===== src/rtl/ws2812_pkg.sv =====
// Shared constants, state encoding and counter-width helper for the WS2812 frame path.
// Pure declarations: no latency, no flow control.
package ws2812_pkg;

    localparam int PIX_W         = 24;
    localparam int N_LEDS_DEF    = 64;
    localparam int ADDR_W_DEF    = 6;
    localparam int T_BIT_DEF     = 63;
    localparam int T0H_DEF       = 20;
    localparam int T1H_DEF       = 40;
    localparam int RESET_CYC_DEF = 2500;

    localparam int BIT_CNT_W = 5;

    typedef enum logic [2:0] {
        IDLE,
        FETCH,
        LOAD,
        SEND,
        LATCH
    } state_t;

    // Width of a counter that must reach n-1; never narrower than one bit.
    function automatic int cnt_w(input int n);
        return (n <= 1) ? 1 : $clog2(n);
    endfunction

    localparam int TICK_W_DEF  = cnt_w(T_BIT_DEF);
    localparam int LATCH_W_DEF = cnt_w(RESET_CYC_DEF);

endpackage


===== src/rtl/ws2812_frame_ctrl_if.sv =====
// Pixel RAM read port: strobe + address out, data back one cycle after the strobe.
// Fixed read latency of 1 cycle; no backpressure, the RAM must always answer.
interface ws2812_frame_ctrl_if
    import ws2812_pkg::*;
#(
    parameter int W      = PIX_W,
    parameter int ADDR_W = ADDR_W_DEF
) ();

    logic              pix_rd;
    logic [ADDR_W-1:0] pix_addr;
    logic [W-1:0]      pix_data;

    modport master (
        output pix_rd,
        output pix_addr,
        input  pix_data
    );

    modport slave (
        input  pix_rd,
        input  pix_addr,
        output pix_data
    );

endinterface


===== src/rtl/ws2812_bit_encoder.sv =====
// Turns one bit value per T_BIT period into the WS2812 high/low waveform on a registered dout.
// en means "the next cycle is a send cycle"; dout is one cycle behind en, no backpressure.
module ws2812_bit_encoder
    import ws2812_pkg::*;
#(
    parameter int T_BIT = T_BIT_DEF,
    parameter int T0H   = T0H_DEF,
    parameter int T1H   = T1H_DEF
) (
    input  logic                      clk,
    input  logic                      rst_n,
    input  logic                      en,
    input  logic                      bit_val,
    output logic [cnt_w(T_BIT)-1:0]   tick,
    output logic                      dout,
    output logic                      bit_end
);

    localparam int TICK_W = cnt_w(T_BIT);
    localparam logic [TICK_W-1:0] TICK_LAST = TICK_W'(T_BIT - 1);
    localparam logic [TICK_W-1:0] HI0       = TICK_W'(T0H);
    localparam logic [TICK_W-1:0] HI1       = TICK_W'(T1H);

    logic              running;
    logic [TICK_W-1:0] tick_inc;

    assign tick_inc = tick + 1'b1;
    assign bit_end  = running && (tick == TICK_LAST);

    // Every bit period opens high (T0H >= 1), so a new bit never needs its value early.
    always_ff @(posedge clk or negedge rst_n) begin
        if (!rst_n) begin
            running <= 1'b0;
            tick    <= '0;
            dout    <= 1'b0;
        end else begin
            running <= en;
            if (!en) begin
                tick <= '0;
                dout <= 1'b0;
            end else if (!running || bit_end) begin
                tick <= '0;
                dout <= 1'b1;
            end else begin
                tick <= tick_inc;
                dout <= (tick_inc < (bit_val ? HI1 : HI0));
            end
        end
    end

endmodule


===== src/rtl/ws2812_frame_ctrl.sv =====
// Frame controller: fetches N_LEDS pixels, streams them MSB-first to the LED line, then latches.
// Start to idle takes 2 + N_LEDS*W*T_BIT + RESET_CYC cycles; start is dropped while busy.
module ws2812_frame_ctrl
    import ws2812_pkg::*;
#(
    parameter int W         = PIX_W,
    parameter int N_LEDS    = N_LEDS_DEF,
    parameter int ADDR_W    = ADDR_W_DEF,
    parameter int T_BIT     = T_BIT_DEF,
    parameter int T0H       = T0H_DEF,
    parameter int T1H       = T1H_DEF,
    parameter int RESET_CYC = RESET_CYC_DEF
) (
    input  logic                        clk,
    input  logic                        rst_n,
    input  logic                        start,
    ws2812_frame_ctrl_if.master         pix,
    output logic                        led_dout,
    output logic                        busy,
    output logic                        done
);

    localparam int TICK_W  = cnt_w(T_BIT);
    localparam int LATCH_W = cnt_w(RESET_CYC);
    localparam logic [BIT_CNT_W-1:0] BIT_LAST   = BIT_CNT_W'(W - 1);
    localparam logic [ADDR_W:0]      PIX_LAST   = (ADDR_W + 1)'(N_LEDS - 1);
    localparam logic [LATCH_W-1:0]   LATCH_LAST = LATCH_W'(RESET_CYC - 1);

    state_t               state;
    state_t               state_nxt;
    logic [W-1:0]         shift_buf;
    logic [W-1:0]         next_buf;
    logic [BIT_CNT_W-1:0] bit_cnt;
    logic [ADDR_W:0]      pix_cnt;
    logic [ADDR_W:0]      pix_inc;
    logic [LATCH_W-1:0]   latch_cnt;
    logic [TICK_W-1:0]    tick;
    logic                 pref_rd;
    logic                 pref_q;
    logic                 bit_end;
    logic                 last_bit;
    logic                 enc_en;

    assign pix_inc  = pix_cnt + 1'b1;
    assign last_bit = (bit_cnt == BIT_LAST) && (pix_cnt == PIX_LAST);

    // Next pixel is requested on the first cycle of the current pixel, long before it is needed.
    assign pref_rd  = (state == SEND) && (bit_cnt == '0) && (tick == '0) && (pix_cnt != PIX_LAST);
    assign enc_en   = (state == LOAD) || ((state == SEND) && !(bit_end && last_bit));

    assign pix.pix_rd   = (state == FETCH) || pref_rd;
    assign pix.pix_addr = pref_rd ? pix_inc[ADDR_W-1:0] : '0;
    assign busy         = (state != IDLE);
    assign done         = (state == LATCH) && (latch_cnt == LATCH_LAST);

    ws2812_bit_encoder #(
        .T_BIT (T_BIT),
        .T0H   (T0H),
        .T1H   (T1H)
    ) u_enc (
        .clk     (clk),
        .rst_n   (rst_n),
        .en      (enc_en),
        .bit_val (shift_buf[W-1]),
        .tick    (tick),
        .dout    (led_dout),
        .bit_end (bit_end)
    );

    always_ff @(posedge clk or negedge rst_n) begin
        if (!rst_n) begin
            state <= IDLE;
        end else begin
            state <= state_nxt;
        end
    end

    always_comb begin
        state_nxt = state;
        case (state)
            IDLE:    if (start) state_nxt = FETCH;
            FETCH:   state_nxt = LOAD;
            LOAD:    state_nxt = SEND;
            SEND:    if (bit_end && last_bit) state_nxt = LATCH;
            LATCH:   if (latch_cnt == LATCH_LAST) state_nxt = IDLE;
            default: state_nxt = IDLE;
        endcase
    end

    always_ff @(posedge clk or negedge rst_n) begin
        if (!rst_n) begin
            shift_buf <= '0;
            next_buf  <= '0;
            bit_cnt   <= '0;
            pix_cnt   <= '0;
            latch_cnt <= '0;
            pref_q    <= 1'b0;
        end else begin
            pref_q <= pref_rd;
            if (pref_q) begin
                next_buf <= pix.pix_data;
            end
            case (state)
                LOAD: begin
                    shift_buf <= pix.pix_data;
                    bit_cnt   <= '0;
                    pix_cnt   <= '0;
                    latch_cnt <= '0;
                end
                SEND: begin
                    if (bit_end) begin
                        if (bit_cnt == BIT_LAST) begin
                            bit_cnt <= '0;
                            if (pix_cnt != PIX_LAST) begin
                                shift_buf <= next_buf;
                                pix_cnt   <= pix_inc;
                            end
                        end else begin
                            shift_buf <= {shift_buf[W-2:0], 1'b0};
                            bit_cnt   <= bit_cnt + 1'b1;
                        end
                    end
                end
                LATCH: begin
                    if (!done) begin
                        latch_cnt <= latch_cnt + 1'b1;
                    end
                end
                default: ;
            endcase
        end
    end

endmodule

===== src/flat_wrapper.sv =====
// flat-port wrapper written by rule: the top's interface ports become plain ports
module ws2812_frame_ctrl_flat import ws2812_pkg::*;
#(
    parameter int W         = PIX_W,
    parameter int N_LEDS    = N_LEDS_DEF,
    parameter int ADDR_W    = ADDR_W_DEF,
    parameter int T_BIT     = T_BIT_DEF,
    parameter int T0H       = T0H_DEF,
    parameter int T1H       = T1H_DEF,
    parameter int RESET_CYC = RESET_CYC_DEF
)
  (clk, rst_n, start, led_dout, busy, done, pix_pix_rd, pix_pix_addr, pix_pix_data);
  ws2812_frame_ctrl_if #(.W(W), .ADDR_W(ADDR_W)) pix_i ();
  input  logic clk;
  input  logic rst_n;
  input  logic start;
  output logic led_dout;
  output logic busy;
  output logic done;
  output wire logic [$bits(pix_i.pix_rd)-1:0] pix_pix_rd;
  output wire logic [$bits(pix_i.pix_addr)-1:0] pix_pix_addr;
  input wire logic [$bits(pix_i.pix_data)-1:0] pix_pix_data;
  assign pix_pix_rd = pix_i.pix_rd;
  assign pix_pix_addr = pix_i.pix_addr;
  assign pix_i.pix_data = pix_pix_data;
  ws2812_frame_ctrl #(.W(W), .N_LEDS(N_LEDS), .ADDR_W(ADDR_W), .T_BIT(T_BIT), .T0H(T0H), .T1H(T1H), .RESET_CYC(RESET_CYC)) u_core (.clk(clk), .rst_n(rst_n), .start(start), .pix(pix_i), .led_dout(led_dout), .busy(busy), .done(done));
endmodule

===== config.mk =====
export PLATFORM = sky130hd
export DESIGN_NAME = ws2812_frame_ctrl_flat
export DESIGN_NICKNAME = d
export VERILOG_FILES = /design/src/rtl/ws2812_pkg.sv /design/src/rtl/ws2812_frame_ctrl_if.sv /design/src/rtl/ws2812_bit_encoder.sv /design/src/rtl/ws2812_frame_ctrl.sv /design/src/flat_wrapper.sv
export SDC_FILE = /design/constraint.sdc
export NUM_CORES = 1
export LEC_CHECK = 0
export BUFFER_PORTS_ARGS = -buffer_cell sky130_fd_sc_hd__buf_2
export CORE_UTILIZATION = 45
export CTS_CLUSTER_SIZE = 16
export DETAILED_ROUTE_END_ITERATION = 12
export PLACE_DENSITY = 0.73
export SYNTH_ARGS = -nofsm -noshare
export SYNTH_HDL_FRONTEND = slang
export SYNTH_SLANG_ARGS = --single-unit

===== constraint.sdc =====
create_clock -name clk -period 2.34 [get_ports clk]
set_input_delay 0.351 -clock clk [delete_from_list [all_inputs] [get_ports clk]]
set_output_delay 0.351 -clock clk [all_outputs]
set_load 0.05 [all_outputs]

==> out/qor.yml <==
run_status:
  status: "completed"
synth:
  ys_warn_count: 0
  synth_cell_types: 52
  ys_ff_latch: 84
  synth-simple-area-share_pct: 19.1
  synthMuxAreaShare_pct: 12.7
  syn_nets: 473
  synth.top_cell.area_share_pct: 48.2
  synthAdderAreaFrac_pct: 2.87
  syn_area_um2: 4360
  synth.avg_cell_area_um2: 10.0
  synth_top_family_by_area: "simple AND/OR/NAND/NOR gates"
  synth.most_common_cell: "dfrtp_1"
  synth_xor_area_share_pct: 2.41
  synthTopCellsByCount: "dfrtp_1 (84), nand2_1 (65), mux2_2 (48)"
  synth-seq-area-share_pct: 48.2
  synth_edf_count: 0
  synth_cells: 436
  synthArstFlopShare_pct: 100
  synth-main-ff-cell: "dfrtp_1"
  synth_compound_area_share_pct: 11.2
  synth.area.top_cells: "dfrtp_1 (48%), mux2_2 (12%), nand2_1 (5.6%)"
  yosysTopAreaCell: "dfrtp_1"
job:
  maxCapViolations: 0
power_and_ir_drop:
  power_density_nw_per_um2: 903
  power.total_mw: 4.64
  ir_drop_v: 0.000444
  power.leakage_nw: 2.23
critical_path:
  cpMaxStageDelayCell: "dfrtp_1"
  critPathMaxFanout: 7
  cp_num_buf_inv: 3
  crit_chain: "inv_1, ha_2, nor4bb_4, nand4_1, buf_6, nor2_1, buf_4"
  crit_path_end_kind: "primary output"
  critPathArrivalTime_ns: 1.95
  slowest_delay_ns: 0.42
  path_delay_family: "simple AND/OR/NAND/NOR gates"
  startpoint_type: "register"
  cp.required_ns: 1.99
  path_class: "register to primary output"
global_route:
  grt_overflow: 0
  grt_max_degree: 42
  grt.total_usage_pct: 19.6
  grt_pass1_vias: 3314
  antenna_found_initial: 0
  grt_pass1_wl_mm: 15.6
clocking:
  clk_latency_ns: 0.36
  cts_tree: "done"
  cts_buffers: 9
  clock-root-buffer: "clkbuf_8"
  clkSinkCount: 84
  htreeDepth: 3
  cts_buffer_depth: 2
  clkTransAtPathRegs_ns: 0.09
floorplanning:
  core_um2: 9330
  rows: 35
  die_h_um: 100
  start_util_pct: 46.7
  io_pins: 37
  die_w_um: 100
  dieArea_um2: 10100
detailed_routing:
  vias: 3483
  drtPass1Iterations: 4
  routed_wl_mm: 9.35
  drt_iter0_markers: 159
  drc: 0
  wire_per_inst_um: 15.1
  viasPerCell: 5.61
  ant_nets: 0
timing:
  tightest_slew_ns: 0.524
  slew_headroom_pct: 65.1
  slew_violations: 0
  tns_ns: 0
  layout_setup_ws_ns: 0.0389
  fin_crit_sh_pct: 98.3
  fmax_ghz: 0.435
  rsz0062_at_grt: "yes"
  skew_ns: 0.0129
  setup_viol: 0
  finalHoldViolCount: 0
  fin_crit_ns: 2.30
final_layout:
  nets: 524
  n_antenna_cell: 0
  drive_gt1_share_pct: 29.1
  fin_area_um2: 5140
  syn2layout_area_growth_pct: 17.8
placement:
  placed_cell_area_um2: 4710
  port_buffers: 36
  routabilityCongestion: 0.860
  dp_hpwl_mm: 6.16
  pre_cts_slack_ns: 0.122
worst_hold_path:
  hold_path.class: "input pin to register"
## cells in the final DEF (no fill, tap or decap), types with 2 or more instances in the layout
master | Yosys | routed
a21oi_1 | 7 | 6
a31oi_1 | 28 | 28
a32oi_1 | 2 | 2
and3_1 | 7 | 7
buf_2 | 3 | 28
buf_4 | 2 | 26
buf_6 | 2 | 5
clkbuf_8 | 0 | 9
clkinvlp_4 | 0 | 2
dfrtp_1 | 84 | 82
dfrtp_2 | 0 | 2
ha_1 | 10 | 8
inv_1 | 12 | 11
inv_6 | 0 | 2
mux2_2 | 48 | 48
nand2_1 | 65 | 65
nand2b_1 | 3 | 3
nand3_1 | 18 | 18
nand4_1 | 6 | 6
nor2_1 | 43 | 39
nor2_4 | 0 | 3
nor2b_1 | 7 | 7
nor3_1 | 7 | 7
nor4_1 | 5 | 5
nor4b_2 | 0 | 2
o211ai_1 | 3 | 3
o21ai_0 | 9 | 9
o22ai_1 | 3 | 3
o2bb2ai_1 | 2 | 2
o311ai_0 | 3 | 3
o31ai_1 | 3 | 3
o41ai_1 | 2 | 2
or3_1 | 3 | 3
xnor2_1 | 10 | 9
xor2_1 | 2 | 2
## report_power, final
part,total (mW),internal [mW],switching (mW)
sequential,2.25,1.95,0.295
combinational,1.34,0.777,0.559
clock,1.05,0.503,0.550
total,4.64,3.23,1.40
## worst reg2reg max path: cells and delay by family, from the launching register on
| family | cells | cell delay, ns |
|---|---|---|
| simple gates | 2 | 0.46 |
| flops | 1 | 0.40 |
| buf+inv | 2 | 0.37 |
| mux | 1 | 0.36 |
| fa+ha+maj | 1 | 0.17 |
| compound gates | 1 | 0.15 |
## sequential cells by signal, indices dropped and copies added, names as in the netlist
register,count
u_core.bit_cnt,5
u_core.latch_cnt,12
u_core.next_buf,24
u_core.pix_cnt,7
u_core.pref_q,1
u_core.shift_buf,24
u_core.state,3
u_core.u_enc.dout,1
u_core.u_enc.running,1
u_core.u_enc.tick,6
## area by class of cell
class	count	area, um^2
Fill cell	831	4190
Multi-Input combinational cell	317	2190
Sequential cell	84	2100
Timing Repair Buffer	62	437
Tap cell	129	161
Clock buffer	10	128
Clock inverter	6	71.3
Inverter	13	48.8
## path summary, 6_finish.rpt
kind	cells past startpoint	slack [ns]	to	startpoint
max	7	0.04	pix_pix_addr[1]	u_core.bit_cnt[0]
min	2	0.23	u_core.next_buf[9]	pix_pix_data[9]
max reg2reg	7	0.31	u_core.shift_buf[7]	u_core.pix_cnt[1]
min reg2reg	1	0.50	u_core.shift_buf[9]	u_core.shift_buf[9]
max in group asynchronous	3	1.19	u_core.u_enc.tick[1]	rst_n
min in group asynchronous	2	0.51	u_core.u_enc.tick[3]	rst_n
## cell families (layout without fill, tap and decap cells)
kind of cell,Yosys count,count (layout)
mux,49,49
xor+xnor,12,12
flops,84,84
fa+ha+maj,10,10
simple gates,176,176
compound gates,70,70
buf+inv,35,91
## metal layers
metal	GRT usage [%]	part of all wire, %	up-vias	wire length (um)
met5	0	0	-	0
met4	8.81	1.3	0	118
met3	3.62	3.7	10	344
met2	32.5	51	89	4740
met1	24.9	44	1725	4150
li1	-	-	1659	-
## repair_timing
item | CTS | global route
setup buffers | 5 | 6
hold endpoints to repair | 36 | 0
endpoints found under the setup margin | 7 | 8
pin swaps | 1 | 4
gates cloned | 0 | 0
hold buffers | 1 | 0
gates resized for setup | 7 | 27
## metrics by stage
step	utilization (%)	hold slack [ns]	std cells
floorplan	-	0.0554	436
global placement	50.5	0.355	593
detailed placement	50.5	0.361	593
CTS	53.4	0.212	615
global route	55.1	0.215	621
finish	55.1	0.229	621
Power figures use the tool's default switching activity.
